===== src/rtl/histogramming.sv =====
// 16-bin streaming histogram: the upper nibble of each valid sample selects a saturating bin counter.
// Read-back on uo_out is registered and shows a bin count, the mode bin with status flags, or the total.
module histogramming (
  input  logic       clk,
  input  logic       rst,
  input  logic       ena,
  input  logic [7:0] ui_in,
  input  logic [7:0] uio_in,
  output logic [7:0] uo_out,
  output logic [7:0] uio_out,
  output logic [7:0] uio_oe
);

  localparam int NBINS = 16;
  localparam int CNT_W = 8;
  localparam int TOT_W = 16;

  logic [CNT_W-1:0] bins_r [NBINS];
  logic [TOT_W-1:0] total_r;
  logic [7:0]       uo_r;

  logic             sample_valid_s;
  logic [3:0]       rd_bin_s;
  logic             clear_s;
  logic [1:0]       view_sel_s;
  logic [3:0]       bin_idx_s;
  logic             unused_s;

  logic [3:0]       mode_idx_s;
  logic [CNT_W-1:0] mode_cnt_s;
  logic             any_sat_s;
  logic [7:0]       rd_data_s;

  assign sample_valid_s = uio_in[0];
  assign rd_bin_s       = uio_in[4:1];
  assign clear_s        = uio_in[5];
  assign view_sel_s     = uio_in[7:6];
  assign bin_idx_s      = ui_in[7:4];
  assign unused_s       = ^ui_in[3:0];

  // Mode search over current bins: strict greater-than keeps the lowest index on ties
  always_comb begin
    mode_idx_s = 4'd0;
    mode_cnt_s = bins_r[0];
    any_sat_s  = 1'b0;
    for (int i = 0; i < NBINS; i++) begin
      if (bins_r[i] > mode_cnt_s) begin
        mode_cnt_s = bins_r[i];
        mode_idx_s = 4'(i);
      end else begin
        mode_cnt_s = mode_cnt_s;
        mode_idx_s = mode_idx_s;
      end
      any_sat_s = any_sat_s | (bins_r[i] == 8'hFF);
    end
  end

  // Read-back mux selected by view_sel
  always_comb begin
    rd_data_s = 8'h00;
    case (view_sel_s)
      2'b00:   rd_data_s = bins_r[rd_bin_s];
      2'b01:   rd_data_s = {1'b0, (total_r == 16'hFFFF), (total_r == 16'h0000), any_sat_s, mode_idx_s};
      2'b10:   rd_data_s = total_r[7:0];
      2'b11:   rd_data_s = total_r[15:8];
      default: rd_data_s = 8'h00;
    endcase
  end

  // Bin/total update and registered read-back
  always_ff @(posedge clk) begin
    if (rst) begin
      for (int i = 0; i < NBINS; i++) begin
        bins_r[i] <= 8'h00;
      end
      total_r <= 16'h0000;
      uo_r    <= 8'h00;
    end else begin
      uo_r <= rd_data_s;
      if (ena) begin
        if (clear_s) begin
          for (int i = 0; i < NBINS; i++) begin
            bins_r[i] <= 8'h00;
          end
          total_r <= 16'h0000;
        end else if (sample_valid_s) begin
          if (bins_r[bin_idx_s] != 8'hFF) begin
            bins_r[bin_idx_s] <= bins_r[bin_idx_s] + 8'd1;
          end
          if (total_r != 16'hFFFF) begin
            total_r <= total_r + 16'd1;
          end
        end
      end
    end
  end

  assign uo_out  = uo_r;
  assign uio_out = 8'h00;
  assign uio_oe  = 8'h00;

endmodule


===== config.mk =====
export PLATFORM = sky130hd
export DESIGN_NAME = histogramming
export DESIGN_NICKNAME = d
export VERILOG_FILES = /design/src/rtl/histogramming.sv
export SDC_FILE = /design/constraint.sdc
export NUM_CORES = 1
export LEC_CHECK = 0
export ABC_CLOCK_PERIOD_IN_PS = 57900
export CELL_PAD_IN_SITES_DETAIL_PLACEMENT = 2
export CELL_PAD_IN_SITES_GLOBAL_PLACEMENT = 2
export CORE_AREA = 3 3 193 195
export DETAILED_ROUTE_END_ITERATION = 16
export DIE_AREA = 0 0 196 198
export PLACE_DENSITY = 0.8
export SLEW_MARGIN = 5
export SYNTH_ARGS = -nofsm -noshare
export SYNTH_HDL_FRONTEND = slang
export SYNTH_SLANG_ARGS = --single-unit

===== constraint.sdc =====
create_clock -name clk -period 57.9 [get_ports clk]
set_input_delay 5.79 -clock clk [delete_from_list [all_inputs] [get_ports clk]]
set_output_delay 5.79 -clock clk [all_outputs]
set_load 0.005 [all_outputs]

# Word level (Yosys, flattened, before mapping)
# Memories as Yosys holds them, arrays and structs flattened.
# Cells that the tools add are included.
word_totals:
  memories: 1
  elab_cells: 143
  latch_bits: 0
  in_bits: 19
  romBits: 0
  out_inout_bits: 24
  ram_bits: 128
  ff_bits: 24
op_classes:
  reduce_logical: 6
  n_mul: 0
  addsub: 2
  order_cmp: 15
  n_bitwise: 31
  n_eq_ne: 22
  mux: 64
  n_div: 0
  shifts: 0
mem_list:
  columns: ["memory", "words", "width", "rd", "rd_clocked_by_memory_dff", "wr", "line_no", "rtl"]
  rows:
  - ["bins_r", 16, 8, 18, 0, 16, "18", "logic [CNT_W-1:0] bins_r [NBINS];"]
ops:
  columns: ["operator", "n"]
  rows:
  - ["8-bit 2-to-1 mux", 31]
  - ["8-bit equality test, second input constant", 16]
  - ["8-bit > comparator", 15]
  - ["4-bit 2-to-1 mux", 15]
  - ["16-bit 2-to-1 mux", 3]
  - ["8-bit one-hot mux with 4 select lines", 1]
  - ["1-bit OR", 31]
  - ["16-bit by 1-bit adder with 16-bit output, second input constant", 1]
  - ["16-bit equality test, second input constant", 1]
  - ["16-bit zero test", 1]
  - ["16-bit != test, second input constant", 1]
  - ["1-bit 2-to-1 mux", 14]
  - ["8-bit by 1-bit adder with 8-bit output, second input constant", 1]
  - ["8-bit != test, second input constant", 1]
  - ["8-bit OR reduction", 1]
  - ["2-bit equality test, second input constant", 2]
  - ["2-bit nonzero test", 2]
  - ["3-bit AND reduction", 1]
  - ["2-bit by 1-bit equality test with 1-bit output, second input constant", 1]
  - ["2-bit zero test", 1]

# Depth between registers and ports, before layout
# Gate-level depths: netlist (run 1).
# An unclocked memory read counts as a cell.
depth:
  depth_word: 32
  ltp_mapped: 167
  depth_no_buf: 157

# Least setup slack after synthesis (run 1)
# Ideal clock, no wire load.
synth_path:
  path_kind: "flip-flop to flip-flop"
  start: "mem bins_r[1][1]"
  end: "reg uo_r[1] (netlist: uo_out[1])"
  arrival_time_ps: 28949
  path_buffers: 13
  required_ps: 57773
  slack_ps: 28823
  stages_incl_launch_ff: 150
  period_less_slack_ps: 29077
  setup_time_ps: 127
  path_cell_list: "edfxtp_1 -> ha_1 -> nor2b_1 -> o211ai_1 -> a21oi_1 -> o22ai_1 -> mux2i_1 -> ha_1 -> and2_1 -> a2111oi_4 -> o31ai_1 -> o211ai_1 -> clkbuf_1 -> nor2_1 -> a21oi_1 -> inv_1 -> ha_1 -> a21o_1 -> [114 not listed] -> a21oi_1 -> inv_1 -> and2_0 -> clkbuf_1 -> a221oi_1 -> ha_1 -> nor2b_1 -> o21a_1 -> o21ai_0 -> nand2b_1 -> a21oi_1 -> nor2_1 -> a211oi_1 -> a21oi_1 -> or2_2 -> mux4_2 -> a31oi_1 -> nor2_1"
synth_rtl:
  columns: ["element", "line_no", "rtl"]
  rows:
  - ["start: declaration", "18", null]
  - ["end signal: assignment", "79", "uo_r <= rd_data_s;"]
  - ["end: declaration", "20", "logic [7:0] uo_r;"]

==> impl_results.md, run 1 <==
- Final core utilization: 0.410
- Die area: 38800 um2
- CTS Hold Bufs: 0
- Final setup TNS: 0 ns
- Slew HR: 0.250
- Critical path class: flop to flop
- Post-Layout Cell Count: 1856
- Fin crit period: 35.68 ns
- Core footprint: 35600 um2
- Most frequent cells in the layout: 231 x nor2_1, 128 x edfxtp_1, 111 x ha_1, 108 x inv_1, 82 x mux4_2
- CTS Buf Count: 17
- CP max stage delay: ~0.91 ns
- First DRT Iteration DRCs: roughly 1.1k
- # fillers: 3850
- Primary FF master, synth: edfxtp_1
- Root Driver: clkbuf_16
- DP HPWL: 38900 um
- Worst setup margin: 22.22 ns
- Post-synth EDFFs: 128
- # DRC: 0
- Final hold violation count: 0
- Req. time, crit path: 58.22 ns
- Syn. warnings: 0
- Synthesized area: between 10000 and 15000 um2
- Register area share after synthesis: 0.322
- Routed vias/inst: 6.43
- #FFs+latches synth: roughly 150
- Pre-CTS setup slack: between 20 and 25 ns
- RSZ-0062 raised after global routing: no
- Clock Latency Late Sink: 0.45 ns
- Ant diodes: 0
- Commonest non-fill, non-tap cell in the layout: nor2_1
- Avg Synthesized Cell Area: 9.67 um2
- Max Clock Freq: 0.0280 GHz
- Maxcap violations: 0
- Setup crit end kind: flop
- I/O pins: 43
- Buf/Inv on CP: 12
- Setup bufs post-CTS: 0
- Vias in the first global route: 13.0k
- Die Height: 198 um
- Worst slew pin tran: 1.12 ns
- Most frequent CP cell: a21oi_1
- Worst Hold Class: flop to flop
- Clk buf depth: 2
- Delay-heaviest family, CP: compound AO/OA/AOI/OAI gates
- Fraction of registers with async set/reset: 0
- Area contributors post-synth: edfxtp_1 29%, mux4_2 14%, ha_1 10%
- Clk sinks: between 150 and 200
- Largest area contributor in the netlist: edfxtp_1
- Initial Util: 0.378
- CTS tree: yes
- First drt pass iteration count: 5
- GRT overflow: 0
- Cells after synthesis: 1390
- Share of layout cells above drive strength 1: 0.135
- Post-cts sizing count: 0
- Critical-path cell with the highest stage delay: o41ai_4
- CP Launch Type: flop
- First-pass GRT wire length: slightly above 80000 um
- Antenna-violating nets left: 0
- Fin crit share: 0.616
- Library cells used by synthesis: 82
- Fin. max-slew vios: 0
- Pin count of the biggest net entering global routing: 36
- Top-area cell type share of the netlist area: 0.286
- Rows: slightly below 70
- Area growth from synthesis to layout: 8.55%
- Final RePlAce weighted congestion: 0.883
- Via count: ~12k
- Level count of the clock H-tree: 4
- Fin nets: 1512
- Worst EP arrival: 36.00 ns
- GRT Resource Usage Total: 0.272
- Buffers on Ports: 22
- Finish-stage setup viols: 0
- Placed Cells incl. Taps: 1824
- WL final: between 50000 and 60000 um
- Initial antenna violation count: 1
- Status: finished, final reports clean
- WL per Instance: 28.5 um
- Clock Skew: 0.0150 ns
- Chip Width: slightly below 200 um
- Worst Path Max Fanout: 23
- Clock slew at reported path FFs: 0.07 ns
==> worst min-delay path, cell delays in order (launching register included) <==
cell and delay, ns:
dfxtp_1 0.35, nand3_1 0.07, o21ai_0 0.07
==> sequential cells by signal, summed over array words and instances (netlist names) <==
| name | count |
|---|---|
| bins_r | 128 |
| total_r | 16 |
| uo_out | 8 |
==> path summary, 6_finish.rpt <==
check | start | to | slack, ns | cells after the start
setup / recovery | bins_r[1][1] | uo_out[1] | 22.22 | 137
hold / removal | total_r[1] | total_r[1] | 0.54 | 2
setup reg to reg | bins_r[1][1] | uo_out[1] | 22.22 | 137
hold reg to reg | total_r[1] | total_r[1] | 0.54 | 2
==> through the flow <==
| step | hold slack, ns | instance area (um2) |
|---|---|---|
| after global routing | 0.572 | 14600 |
| after detailed placement | 0.532 | 14100 |
| after CTS | 0.542 | 14600 |
| after floorplan | 0.475 | 13500 |
| after global placement | 0.519 | 14100 |
| final | 0.537 | 14600 |
==> cells by family (layout without fill, tap and decap cells) <==
group	Yosys count	count (layout)	synth area share
other cells	1	16	0.000279
buf+inv	192	182	0.0599
compound gates	259	259	0.133
simple gates	504	504	0.177
flops	152	152	0.322
fa+ha+maj	113	113	0.105
xor+xnor	22	22	0.0143
mux	147	147	0.189
==> Yosys cell counts (all sizes together) (12+ instances only) <==
cell	count
a221oi	15
mux2	27
o21ai	46
mux4	82
nor2	231
nor2b	14
a21o	29
nand3	28
a211oi	21
buf	32
nor3	21
dfxtp	24
inv	111
nand4	56
edfxtp	128
nand2	81
o21a	12
clkbuf	49
mux2i	38
xor2	17
ha	111
a21oi	76
==> final cells by class <==
cell class                      instances  area, um2  share of cell area
Timing Repair Buffer                   39        338              0.0231
Sequential cell                       152       4320               0.296
Tap cell                              461        577              0.0395
Inverter                              111        417              0.0285
Clock inverter                         14        113             0.00771
Multi-Input combinational cell       1061       8400               0.575
Clock buffer                           18        429              0.0294
==> metal layers <==
layer  track usage  vias up  routed length, um
met2         0.485      503              26900
li1              -     5144                  -
met4        0.0890        2               1810
met5             0        -                 14
met1         0.340     6160              20800
met3        0.0410      120               3450
Power of run 1 is left out: the tool's default activity adds up to more than one toggle a clock period on the data nets, which glitch-free logic cannot reach.
==> run 2: changes to the inputs <==
Settings changed: ABC_CLOCK_PERIOD_IN_PS 57900 to 31800, CORE_AREA 3 3 193 195 to 3 3 195 197, DIE_AREA 0 0 196 198 to 0 0 198 200, PLACE_DENSITY 0.8 to 0.82.
Clock period 57.9 ns to 31.8 ns, I/O delays scaled along.
==> impl_results.md, run 2 (synthesized netlist as in run 1, its figures left out) <==
- Status: finished, final reports clean
- Core footprint: 36400 um2
- Pin count of the biggest net entering global routing: 36
- Fin crit period: roughly 30 ns
- Root Driver: clkbuf_16
- Clock Skew: around 0.016 ns
- Pre-CTS setup slack: -1.06 ns
- Final hold violation count: 0
- Most frequent CP cell: ha_1
- Slew HR: 0.260
- Buffers on Ports: 22
- Setup crit end kind: flop
- Hold path start: total_r[11]
- DP HPWL: 40700 um
- Routed vias/inst: 6.49
- # DRC: 0
- First-pass GRT wire length: 82300 um
- Finish-stage setup viols: 0
- CP Launch Type: flop
- Level count of the clock H-tree: 4
- CTS Buf Count: 17
- Chip Width: 198 um
- Fin. max-slew vios: 0
- WL final: 56800 um
- Area growth from synthesis to layout: 13.3%
- GRT Resource Usage Total: 0.274
- Initial Util: 0.369
- CP max stage delay: approximately 0.62 ns
- WL per Instance: 29.7 um
- Worst slew pin tran: 1.11 ns
- Clk sinks: roughly 150
- Clock Latency Late Sink: 0.46 ns
- Initial antenna violation count: 2
- Share of layout cells above drive strength 1: 0.191
- Req. time, crit path: 32.12 ns
- Largest Register: bins_r
- Via count: 12.4k
- Fin nets: 1561
- Clk buf depth: 2
- I/O pins: 43
- Die Height: about 200 um
- Commonest non-fill, non-tap cell in the layout: nor2_1
- Antenna-violating nets left: 0
- Clock slew at reported path FFs: about 0.070 ns
- Die area: 39600 um2
- Worst EP arrival: 30.56 ns
- Rows: 70
- Vias in the first global route: 13.0k
- Reg2reg setup slack: roughly 1.6 ns
- Final RePlAce weighted congestion: 0.933
- Fin crit share: 0.951
- First drt pass iteration count: 5
- Worst setup margin: 1.56 ns
- Final setup TNS: 0 ns
- Max Clock Freq: 0.0331 GHz
- Critical-path cell with the highest stage delay: or4b_2
- Maxcap violations: 0
- GRT overflow: 0
- Crit path launch: bins_r[1][3]
- R2r startpoint: bins_r[1][3]
- Final core utilization: 0.418
- Most frequent cells in the layout: 230 x nor2_1, 128 x edfxtp_1, 111 x ha_1, 108 x inv_1, 82 x mux4_2
- Max FFs per register: 128
- Worst Path Max Fanout: 17
- CTS tree: yes
- Critical path class: flop to flop
- Worst Hold Class: flop to flop
- First DRT Iteration DRCs: about 1.2k
- CTS Hold Bufs: 0
[run 2: critical path, delay by kind of cell, from the launching register on]
| family | cells | cell delay, ns |
|---|---|---|
| flip-flops | 1 | 0.54 |
| AND/OR/NAND/NOR | 38 | 6.67 |
| adder cells (fa/ha/maj) | 15 | 4.47 |
| buffers and inverters | 22 | 3.26 |
| AO/OA/AOI/OAI | 58 | 12.12 |
| multiplexers | 10 | 3.03 |
[run 2: through the flow]
stage / instance area (um2) / hold slack [ns] / cells
after CTS: 14800 / 0.576 / 1875
final: 15200 / 0.571 / 1913
after global routing: 15200 / 0.619 / 1912
after detailed placement: 14100 / 0.562 / 1840
after floorplan: 13500 / 0.475 / 1405
after global placement: 14100 / 0.530 / 1840
[run 2: path summary, 6_finish.rpt]
check                                   end  depth (start not counted)
worst min register to register  total_r[11]                          2
worst min-delay path            total_r[11]                          2
worst max-delay path              uo_out[1]                        143
worst max register to register    uo_out[1]                        143
[run 2: cell type report]
class | count | area [um2]
clock buffers | 21 | 450
flip-flops and latches | 152 | 4320
diodes | 1 | 2.50
inverters | 111 | 417
well taps | 468 | 586
fillers | 3871 | 21200
multi-input cells | 1064 | 8650
repair buffers | 85 | 683
clock inverters | 11 | 125
[run 2: what timing repair did]
action                                  CTS  global route
gates resized for setup                   8            42
cloned                                    0             3
setup buffers                             3            34
pin swaps                                 1             8
endpoints found under the setup margin    4             4
[run 2: layer usage]
layer	vias up	wire [um]	track usage
met1	6304	20900	0.335
met2	633	28200	0.471
li1	5260	-	-
met5	-	27	0
met3	209	4490	0.0431
met4	4	3070	0.145
Power of run 2 is left out for the same reason.
==> run 3: changes to the inputs <==
Settings changed: ABC_CLOCK_PERIOD_IN_PS 31800 to not set, CELL_PAD_IN_SITES_DETAIL_PLACEMENT 2 to not set, CELL_PAD_IN_SITES_GLOBAL_PLACEMENT 2 to not set, CORE_AREA 3 3 195 197 to 10 10 200 202, DIE_AREA 0 0 198 200 to 0 0 210 212, PLACE_DENSITY 0.82 to 0.6.
==> impl_results.md, run 3 (synthesized netlist as in run 1, its figures left out) <==
- Status: finished, final reports clean
- Pin count of the biggest net entering global routing: 36
- WL final: around 42000 um
- Worst Hold Class: flop to flop
- Initial antenna violation count: 1
- Finish-stage setup viols: 0
- Worst Path Max Fanout: 17
- Initial Util: 0.373
- Clock slew at reported path FFs: 0.07 ns
- Setup crit end kind: flop
- Fin crit share: 0.934
- Fin. max-slew vios: 0
- Clock Skew: between 0.01 and 0.015 ns
- Placed Cells incl. Taps: between 1.5k and 2k
- First-pass GRT wire length: 63600 um
- Chip Width: ~210 um
- Post-place instance area: 14100 um2
- CP max stage delay: a little over 0.7 ns
- Fin crit period: 29.72 ns
- Most frequent CP cell: a21oi_1
- Share of layout cells above drive strength 1: 0.151
- Worst EP arrival: between 30 and 40 ns
- # fillers: 3508
- RSZ-0062 raised after global routing: no
- I/O pins: 43
- Die area: between 40000 and 50000 um2
- Req. time, crit path: 32.12 ns
- Critical-path cell with the highest stage delay: or4b_2
- DP HPWL: between 30000 and 40000 um
- CP Launch Type: flop
- Area growth from synthesis to layout: 10.3%
- CTS tree: yes
- Worst slew pin tran: 1.20 ns
- Max FFs per register: 128
- Commonest non-fill, non-tap cell in the layout: nor2_1
- # DRC: 0
- Footprint of the multi-input gates: ~8500 um2
- Largest Register: bins_r
- Via count: between 10k and 15k
- Maxcap violations: 0
- Die Height: 212 um
- Buffers on Ports: 22
- Register area: 4320 um2
- GRT overflow: 0
- Final core utilization: 0.411
- Clk sinks: between 150 and 200
- Ant diodes: 0
- Clock Latency Late Sink: 0.45 ns
- Fin area: 14800 um2
- Routed vias/inst: ~6.0
- Root Driver: clkbuf_16
- First drt pass iteration count: 5
- Antenna-violating nets left: 0
- Final hold violation count: 0
- Core footprint: around 36000 um2
- Slew HR: 0.193
- WL per Instance: 22.3 um
- Level count of the clock H-tree: 4
- First DRT Iteration DRCs: 1398
- GRT Resource Usage Total: 0.184
- CTS Buf Count: 17
- Final RePlAce weighted congestion: 0.919
- Post-Layout Cell Count: ~1.9k
- Fin nets: 1525
- Clk buf depth: 2
- Max Clock Freq: 0.0337 GHz
- Critical path class: flop to flop
- Most frequent cells in the layout: 230 x nor2_1, 128 x edfxtp_1, 111 x ha_1, 108 x inv_1, 82 x mux4_2
- Rows: 70
- Vias in the first global route: 10.8k
[run 3: worst paths after layout]
path / startpoint / to / slack [ns] / depth (start not counted)
worst max-delay path: bins_r[0][5] / uo_out[1] / 2.08 / 144
worst min-delay path: total_r[15] / total_r[15] / 0.54 / 2
worst max register to register: bins_r[0][5] / uo_out[1] / 2.08 / 144
worst min register to register: total_r[15] / total_r[15] / 0.54 / 2
[run 3: what timing repair did]
action	4_1_cts	5_1_grt
hold buffers	0	0
endpoints found under the setup margin	1	4
gates resized for setup	1	17
pin swaps	1	3
hold endpoints to repair	0	0
setup buffers	3	5
[run 3: layout make-up]
class | instances | share of cell area
Multi-Input combinational cell | 1061 | 0.570
Clock buffer | 17 | 0.0287
Sequential cell | 152 | 0.292
Tap cell | 468 | 0.0395
Clock inverter | 15 | 0.0128
Inverter | 111 | 0.0281
Timing Repair Buffer | 52 | 0.0294
[run 3: stage by stage]
step	setup slack, ns	setup TNS (ns)	hold slack [ns]
3_5_place_dp	-0.260	-0.260	0.525
4_1_cts	0.154	0	0.541
5_1_grt	0.0461	0	0.573
6_report	2.08	0	0.540
2_1_floorplan	2.72	0	0.475
3_3_place_gp	0.311	0	0.526
[run 3: critical path: cells and delay by family (launching register included)]
kind                       cells  cell delay, ns
buffers and inverters         19            2.60
and+or+nand+nor               34            6.63
DFF                            1            0.50
adders and majority gates     15            4.12
AOI/OAI and AO/OA             65           12.27
muxes                         11            3.36
[run 3: layer usage]
metal | share of wire | GRT usage
met5 | 0.00045 | 0
met4 | 0.046 | 0.0935
met1 | 0.41 | 0.233
met3 | 0.080 | 0.0340
met2 | 0.46 | 0.296
Power of run 3 is left out for the same reason.
==> RTL edit: new RTL, settings of run 1 <==
Remove the register `uo_r`: a continuous assignment takes its place, so the output `uo_out` follows one clock earlier.
--- a/src/rtl/histogramming.sv
+++ b/src/rtl/histogramming.sv
@@ -75,7 +75,5 @@
       end
       total_r <= 16'h0000;
-      uo_r    <= 8'h00;
     end else begin
-      uo_r <= rd_data_s;
       if (ena) begin
         if (clear_s) begin
@@ -96,4 +94,6 @@
   end
 
+  assign uo_r = rd_data_s;
+
   assign uo_out  = uo_r;
   assign uio_out = 8'h00;
Behaviour: not the same (a bounded check fails within 4 cycles, from zero or initial values and one cycle with rst high).
==> RTL edit against run 1 <==
Die area did not move. Setup slack lost 5.1 ns. First-iteration DRC count shrank 5.6%. Design area down 1.3%. Via count is 2.4% lower. Wire length decreased by 6.0%. Core utilization decreased by 0.53 points. Synthesized area decreased by 1.7%. Critical path type is now flip-flop to output port. Sequential cell count is 8 lower.
Power is left out: the tool's default activity adds up to more than one toggle a clock period on the data nets, which glitch-free logic cannot reach.
==> RTL edit: results (changes against run 1) <==
flip-flop and latch area 4164 um^2 (was 4324 um^2); DR WL/cell 26.95 um (was 28.53 um); fillcell total 3869 (was 3850); Buffers excl. clock 35 (was 39); gpl congestion 0.8819 (was 0.8834); largest net degree at the start of global routing 37 (was 36); final HPWL from detailed placement 38520 um (was 38870 um); fraction of area in multi-input gates 58.28% (was 57.55%); Unique masters post-synth 78 (was 82); All-Layer GR Usage 25.76% (was 27.23%); Post-synth top cells nor2_1 (225), edfxtp_1 (128), ha_1 (111) (was nor2_1 (231), edfxtp_1 (128), ha_1 (111)); Multi-Input Combinational 1071 (was 1061); Clk pin slew, worst setup/hold paths 0.07 ns (about the same); ClkCell Share 3.977% (was 3.711%); synthesized flop and latch total 144 (was 152); fin cells 1847 (was 1856); measured slew at the worst slew-check pin 1.120 ns (was 1.116 ns); first-pass GRT wire length 76530 um (was 80990 um); Inst Count DP 1815 (was 1824); Vias/cell 6.306 (was 6.427); fin nets 1503 (was 1512); vias in the first global route 12490 (was 12970); inverter count 104 (was 111); Area after DPL 13840 um^2 (was 14060 um^2); Signal buf overhead 2.136% (was 2.314%); fraction of layout cells with a size suffix above 1 13.49% (was 13.55%); Worst Skew 0.009751 ns (was 0.01498 ns); Cells after Synth 1375 (was 1390); status finished clean (unchanged); DRT iter0 DRCs 1026 (was 1087); Area contributors post-synth edfxtp_1 (29%), mux4_2 (14%), ha_1 (11%) (was edfxtp_1 (29%), mux4_2 (14%), ha_1 (10%))
-- RTL edit: per-layer routing --
metal  wire (um)  share of wire (%)  GRT usage [%]
met1       19820                 40          31.61
met3        3126                6.3          4.084
met2       24570                 49          45.40
met4        2251                4.5          10.40
met5           0                  0              0
-- RTL edit: kinds of logic (layout without fill, tap and decap cells) --
kind of cell / after synthesis / after routing / synth area share (%)
xor+xnor: 24 / 24 / 1.590
other cells: 1 / 16 / 0.02837
flops: 144 / 144 / 31.50
mux: 143 / 143 / 19.08
fa+ha+maj: 111 / 111 / 10.51
simple gates: 532 / 532 / 18.92
buf+inv: 175 / 171 / 5.471
compound gates: 245 / 245 / 12.89
-- RTL edit: metrics by stage --
stage	util (%)	worst slack, ns
2_1_floorplan	-	24.76
3_3_place_gp	38.90	19.64
3_5_place_dp	38.90	18.16
4_1_cts	40.51	17.36
5_1_grt	40.51	13.86
6_report	40.51	17.09
-- RTL edit: critical path: cells and delay by family (launching register included) --
kind,cells,cell delay [ns]
AOI/OAI and AO/OA,69,16.44
and+or+nand+nor,36,7.42
adders and majority gates,15,4.30
muxes,11,3.97
buffers and inverters,13,1.84
DFF,1,0.52
-- RTL edit: path summary, 6_finish.rpt --
| path | slack [ns] | end | startpoint | cells past startpoint |
|---|---|---|---|---|
| worst max-delay path | 17.09 | uo_out[1] | bins_r[0][5] | 144 |
| worst min-delay path | 0.55 | total_r[1] | total_r[1] | 2 |
| worst max register to register | 52.63 | bins_r[14][3] | bins_r[12][0] | 10 |
| worst min register to register | 0.55 | total_r[1] | total_r[1] | 2 |
